$ cat src/rtl/memory_unloader_if.sv
// Handshake/bus bundle between the memory unloader, its page memory and the state consumer.
// The checksum signal exists only when MEMORY_UNLOADER_CHECKSUM_EN is defined.
interface memory_unloader_if #(
  parameter int PAGES  = 64,
  parameter int LANE_W = 25,
  parameter int PAGE_W = 6
);
  logic                      start;
  logic                      stall;
  logic [LANE_W-1:0]         mem_data;
  logic [PAGE_W-1:0]         page;
  logic                      busy;
  logic [PAGES*LANE_W-1:0]   state_out;
  logic                      state_valid;
  logic                      state_ack;
`ifdef MEMORY_UNLOADER_CHECKSUM_EN
  logic [LANE_W-1:0]         checksum;
`endif

  // Controller / memory / consumer side
  modport master (
    output start, stall, mem_data, state_ack,
`ifdef MEMORY_UNLOADER_CHECKSUM_EN
    input  checksum,
`endif
    input  page, busy, state_out, state_valid
  );

  // Unloader side
  modport slave (
    input  start, stall, mem_data, state_ack,
`ifdef MEMORY_UNLOADER_CHECKSUM_EN
    output checksum,
`endif
    output page, busy, state_out, state_valid
  );
endinterface

$ cat src/rtl/memory_unloader.sv
// Walks the page memory and reassembles the flat Keccak state (page z, bit b -> state_out[PAGES*b+z]).
// Optional running XOR checksum of captured pages when MEMORY_UNLOADER_CHECKSUM_EN is defined.
module memory_unloader #(
  parameter int PAGES  = 64,
  parameter int LANE_W = 25,
  parameter int PAGE_W = 6
) (
  input  logic              clk,
  input  logic              rst,
  memory_unloader_if.slave  bus
);

  typedef enum logic [1:0] {
    IDLE = 2'd0,
    READ = 2'd1,
    DONE = 2'd2
  } state_t;

  localparam logic [PAGE_W-1:0] LAST_PAGE = PAGE_W'(PAGES - 1);

  state_t                    fsm_q, fsm_d;
  logic [PAGE_W-1:0]         page_q, page_d;
  logic                      valid_q, valid_d;
  logic [PAGES*LANE_W-1:0]   state_out_q, state_out_d;
`ifdef MEMORY_UNLOADER_CHECKSUM_EN
  logic [LANE_W-1:0]         checksum_q, checksum_d;
`endif

  always_comb begin
    fsm_d       = fsm_q;
    page_d      = page_q;
    valid_d     = valid_q;
    state_out_d = state_out_q;
`ifdef MEMORY_UNLOADER_CHECKSUM_EN
    checksum_d  = checksum_q;
`endif
    case (fsm_q)
      IDLE: begin
        if (bus.start) begin
          fsm_d  = READ;
          page_d = '0;
`ifdef MEMORY_UNLOADER_CHECKSUM_EN
          checksum_d = '0;
`endif
        end
      end
      READ: begin
        if (!bus.stall) begin
          // Memory read is combinational, so the current page's data lands on this edge.
          for (int b = 0; b < LANE_W; b++) begin
            state_out_d[b*PAGES + int'(page_q)] = bus.mem_data[b];
          end
`ifdef MEMORY_UNLOADER_CHECKSUM_EN
          checksum_d = checksum_q ^ bus.mem_data;
`endif
          if (page_q == LAST_PAGE) begin
            fsm_d   = DONE;
            valid_d = 1'b1;
            page_d  = '0;
          end else begin
            page_d  = page_q + PAGE_W'(1);
          end
        end
      end
      DONE: begin
        // A start is honoured only together with the ack, giving back-to-back unloads.
        if (bus.state_ack) begin
          valid_d = 1'b0;
          if (bus.start) begin
            fsm_d  = READ;
            page_d = '0;
`ifdef MEMORY_UNLOADER_CHECKSUM_EN
            checksum_d = '0;
`endif
          end else begin
            fsm_d  = IDLE;
          end
        end
      end
      default: begin
        fsm_d = IDLE;
      end
    endcase
  end

  always_ff @(posedge clk or posedge rst) begin
    if (rst) begin
      fsm_q       <= IDLE;
      page_q      <= '0;
      valid_q     <= 1'b0;
      state_out_q <= '0;
`ifdef MEMORY_UNLOADER_CHECKSUM_EN
      checksum_q  <= '0;
`endif
    end else begin
      fsm_q       <= fsm_d;
      page_q      <= page_d;
      valid_q     <= valid_d;
      state_out_q <= state_out_d;
`ifdef MEMORY_UNLOADER_CHECKSUM_EN
      checksum_q  <= checksum_d;
`endif
    end
  end

  assign bus.page        = page_q;
  assign bus.busy        = (fsm_q != IDLE);
  assign bus.state_valid = valid_q;
  assign bus.state_out   = state_out_q;
`ifdef MEMORY_UNLOADER_CHECKSUM_EN
  assign bus.checksum    = checksum_q;
`endif

endmodule

$ cat src/flat_wrapper.sv
// flat-port wrapper written by rule: the top's interface ports become plain ports
module memory_unloader_flat 
#(
  parameter int PAGES  = 64,
  parameter int LANE_W = 25,
  parameter int PAGE_W = 6
)
  (clk, rst, bus_start, bus_stall, bus_mem_data, bus_state_ack, bus_page, bus_busy, bus_state_out, bus_state_valid);
  memory_unloader_if #(.PAGES(PAGES), .LANE_W(LANE_W), .PAGE_W(PAGE_W)) bus_i ();
  input  logic clk;
  input  logic rst;
  input wire logic [$bits(bus_i.start)-1:0] bus_start;
  input wire logic [$bits(bus_i.stall)-1:0] bus_stall;
  input wire logic [$bits(bus_i.mem_data)-1:0] bus_mem_data;
  input wire logic [$bits(bus_i.state_ack)-1:0] bus_state_ack;
  output wire logic [$bits(bus_i.page)-1:0] bus_page;
  output wire logic [$bits(bus_i.busy)-1:0] bus_busy;
  output wire logic [$bits(bus_i.state_out)-1:0] bus_state_out;
  output wire logic [$bits(bus_i.state_valid)-1:0] bus_state_valid;
  assign bus_i.start = bus_start;
  assign bus_i.stall = bus_stall;
  assign bus_i.mem_data = bus_mem_data;
  assign bus_i.state_ack = bus_state_ack;
  assign bus_page = bus_i.page;
  assign bus_busy = bus_i.busy;
  assign bus_state_out = bus_i.state_out;
  assign bus_state_valid = bus_i.state_valid;
  memory_unloader #(.PAGES(PAGES), .LANE_W(LANE_W), .PAGE_W(PAGE_W)) u_core (.clk(clk), .rst(rst), .bus(bus_i));
endmodule
$ cat config.mk
export PLATFORM = sky130hd
export DESIGN_NAME = memory_unloader_flat
export DESIGN_NICKNAME = d
export VERILOG_FILES = /design/src/rtl/memory_unloader_if.sv /design/src/rtl/memory_unloader.sv /design/src/flat_wrapper.sv
export SDC_FILE = /design/constraint.sdc
export NUM_CORES = 2
export LEC_CHECK = 0
export BUFFER_PORTS_ARGS = -buffer_cell sky130_fd_sc_hd__buf_4
export CAP_MARGIN = 10
export CORE_AREA = 8 8 635 637
export CTS_CLUSTER_DIAMETER = 60
export DETAILED_ROUTE_END_ITERATION = 12
export DIE_AREA = 0 0 643 645
export HOLD_SLACK_MARGIN = 0.06
export PLACE_DENSITY = 0.39
export SYNTH_ARGS = -nofsm -noshare
export SYNTH_HDL_FRONTEND = slang
export SYNTH_SLANG_ARGS = --single-unit
$ cat constraint.sdc
create_clock -name clk -period 45.9 [get_ports clk]
set_input_delay 2.295 -clock clk [delete_from_list [all_inputs] [get_ports clk]]
set_output_delay 2.295 -clock clk [all_outputs]
set_load 0.05 [all_outputs]
==> flow_metrics.tcl <==
set metrics [dict create \
    cts_resized 0 \
    drive_gt1_share_pct 68.4 \
    drt_iter0_markers 1927 \
    die-area_um2 415000 \
    clock.fmax_ghz 0.135 \
    setup_viol 0 \
    wire_per_inst_um 29.1 \
    synth_cell_types 46 \
    grt_pass1_vias 41900 \
    p_seq_share_pct 31.4 \
    clk_pin_slew_ns 0.06 \
    criticalPathCategory "primary input to asynchronous set/reset pin" \
    setup_tns_ns 0 \
    rows 231 \
    power.share.switching_pct 43.8 \
    fin_hold_ws_ns 0.491 \
    fillerInstances 42100 \
    chipWidth_um 643 \
    nets 5317 \
    multiInputGateArea_um2 19600 \
    tritoncts "done" \
    cts_num_sinks 1609 \
    synth_nets 3698 \
    p_comb_share_pct 41.3 \
    yosysTopAreaCell "dfrtp_1" \
    power.density_nw_per_um2 73.4 \
    area_growth_pct 42.4 \
    ys_seq_area_share_pct 66.0 \
    hold_viol_final 0 \
    yosysTopAreaCellShare_pct 66.0 \
    initial_core_util_pct 15.5 \
    antenna_found_initial 60 \
    core_area_um2 394000 \
    io_pins 1638 \
    cts_buffers 217 \
    maxSlewViolCount 0 \
    max_cap_viol_count 0 \
    hpwl_um 216000 \
    slew_headroom_pct 21.9 \
    grt-ovfl-total 0 \
    wirelength_um 312000 \
    ctsHoldBuffers 0 \
    hp-class "register to register" \
    detail_route.drc_violations 0 \
    internal-power_mw 3.58 \
    endpoint_kind "asynchronous set/reset pin" \
    finalPower_mw 6.38 \
    finalCritPeriodShare_pct 16.2 \
    arrival_ns 8.35 \
    critical_path.max_fanout 70 \
    root_buffer "clkbuf_16" \
    design_area_um2 86900 \
    grt_pass1_wl_um 411000 \
    clkPwrFrac_pct 27.3 \
    synth-seq-cells 1609 \
    synth.most_common_cell "dfrtp_1" \
    seqCellArea_um2 40300 \
    routed_via_density 3.66 \
    synth_area_leaders "dfrtp_1 66%, mux2_2 29%, clkbuf_1 0.95%" \
    clock_skew_ns 0.0374 \
    dpl_cell_area_um2 79400 \
    syn-cell-area_um2 61000 \
    grt_max_degree 143 \
    irDropWorstVdd_mv 0.0480 \
    synth_flop_cell "dfrtp_1" \
    async_flop_share_pct 100 \
    cp-start-kind "primary input" \
    post_cts_buffers 0 \
    avgSynthCellArea_um2 16.6 \
    period_minus_slack_ns 7.43 \
    yosysWarnings 0 \
    cp_data_required_time_ns 46.82 \
    status "finished clean" \
    htreeDepth 4 \
    p_switching_mw 2.80 \
    clkLatencyLatePin_ns 0.87 \
    dieHeight_um 645 \
    io_buffer_count 1637 \
    cts_max_path_buffers 4 \
    power_leakage_nw 43.8 \
    vias 39300 \
    grt.total_usage_pct 14.5 \
    first_pass_iters 5 \
    grt_setup_unrepaired "no" \
    synthTopCellsByCount "1609 x dfrtp_1, 1553 x mux2_2, 155 x clkbuf_1" \
    syn_inst 3667 \
    gp_congestion 0.757 \
    antenna_left 0 \
    synth-edff-count 0 \
    tightest_slew_ns 1.17 \
]
[sequential cells by signal, indices dropped and copies added (netlist names)]
register and flops:
u_core.bus.state_valid 1, u_core.bus.state_out 1600, u_core.bus.page 6, u_core.fsm_q 2
[through the flow]
stage	setup WS (ns)	std cells	util [%]
2_1_floorplan	21.31	3667	-
3_3_place_gp	37.44	10300	20.2
4_1_cts	38.31	10700	22.1
5_1_grt	37.59	10700	22.1
3_5_place_dp	37.30	10300	20.2
6_report	38.47	10700	22.1
[cell type report]
class | instances | area share (%)
antenna | 42 | 0.121
clock inverter | 99 | 1.44
clock buffer | 298 | 7.05
tap | 5242 | 7.55
sequential | 1609 | 46.3
timing repair buffer | 1733 | 15.0
multi-input combinational | 1722 | 22.5
inverter | 3 | 0.0173
[power by group through the flow]
stage / combinational (mW) / clock, mW / sequential (mW)
6_report: 2.64 / 1.74 / 2.01
5_1_grt: 2.72 / 1.85 / 2.05
4_1_cts: 2.68 / 1.80 / 2.01
3_5_place_dp: 2.68 / 0 / 2.03
3_3_place_gp: 2.67 / 0 / 2.01
2_1_floorplan: 0.427 / 0 / 3.27
[placed cells by master (no fill, tap or decap), drive strengths merged, types with 2 or more instances in the layout]
| cell type | synthesis | layout |
|---|---|---|
| or3 | 2 | 2 |
| nor3b | 7 | 7 |
| clkinvlp | 0 | 11 |
| buf | 178 | 1733 |
| or3b | 4 | 4 |
| nor2 | 2 | 2 |
| nor4 | 2 | 2 |
| clkbuf | 155 | 298 |
| a311oi | 2 | 2 |
| bufinv | 0 | 18 |
| nand3b | 3 | 3 |
| mux2 | 1600 | 1600 |
| inv | 3 | 31 |
| diode | 0 | 42 |
| nor3 | 24 | 24 |
| clkinv | 0 | 42 |
| o2bb2ai | 2 | 2 |
| o22ai | 2 | 2 |
| and3 | 3 | 3 |
| o21ai | 3 | 3 |
| dfrtp | 1609 | 1609 |
| and3b | 4 | 4 |
| nand2 | 4 | 4 |
| nand3 | 43 | 43 |
[worst paths after layout]
| kind | slack, ns | start | cells after the start | endpoint |
|---|---|---|---|---|
| worst min register to register | 0.49 | u_core.bus.state_out[1056] | 1 | u_core.bus.state_out[1056] |
| worst min-delay path | 0.49 | u_core.bus.state_out[1056] | 1 | u_core.bus.state_out[1056] |
| max in group clk | 41.30 | u_core.bus.page[3] | 1 | bus_page[3] |
| min in group asynchronous | 1.57 | rst | 2 | u_core.bus.state_out[26] |
| worst max register to register | 42.37 | u_core.bus.page[4] | 3 | u_core.bus.state_out[660] |
| worst max-delay path | 38.47 | rst | 9 | u_core.bus.state_out[63] |
[layer usage]
| metal | up-vias | track usage (%) | part of all wire, % |
|---|---|---|---|
| met4 | 0 | 4.83 | 3.5 |
| met3 | 366 | 4.15 | 6.8 |
| met1 | 21200 | 16.7 | 39 |
| met2 | 1452 | 25.6 | 50 |
| li1 | 16300 | - | - |
| met5 | - | 0 | 0 |
[logic make-up (layout without fill, tap and decap cells)]
family                     after synthesis  after routing  share of synthesized area, %
other                                    0             42                             0
DFF                                   1609           1609                          66.0
AOI/OAI and AO/OA                       16             16                         0.191
muxes                                 1601           1601                          29.7
and+or+nand+nor                        104            104                          1.52
buffers and inverters                  336           2133                          2.67
adders and majority gates                1              1                        0.0205
[critical path, cell delays in order]
cell,delay (ns)
buf_4,0.13
clkinvlp_4,0.50
buf_4,0.66
buf_4,0.66
buf_4,0.69
buf_4,0.79
buf_4,0.69
buf_4,0.83
buf_4,0.69
Power figures use the tool's default switching activity.
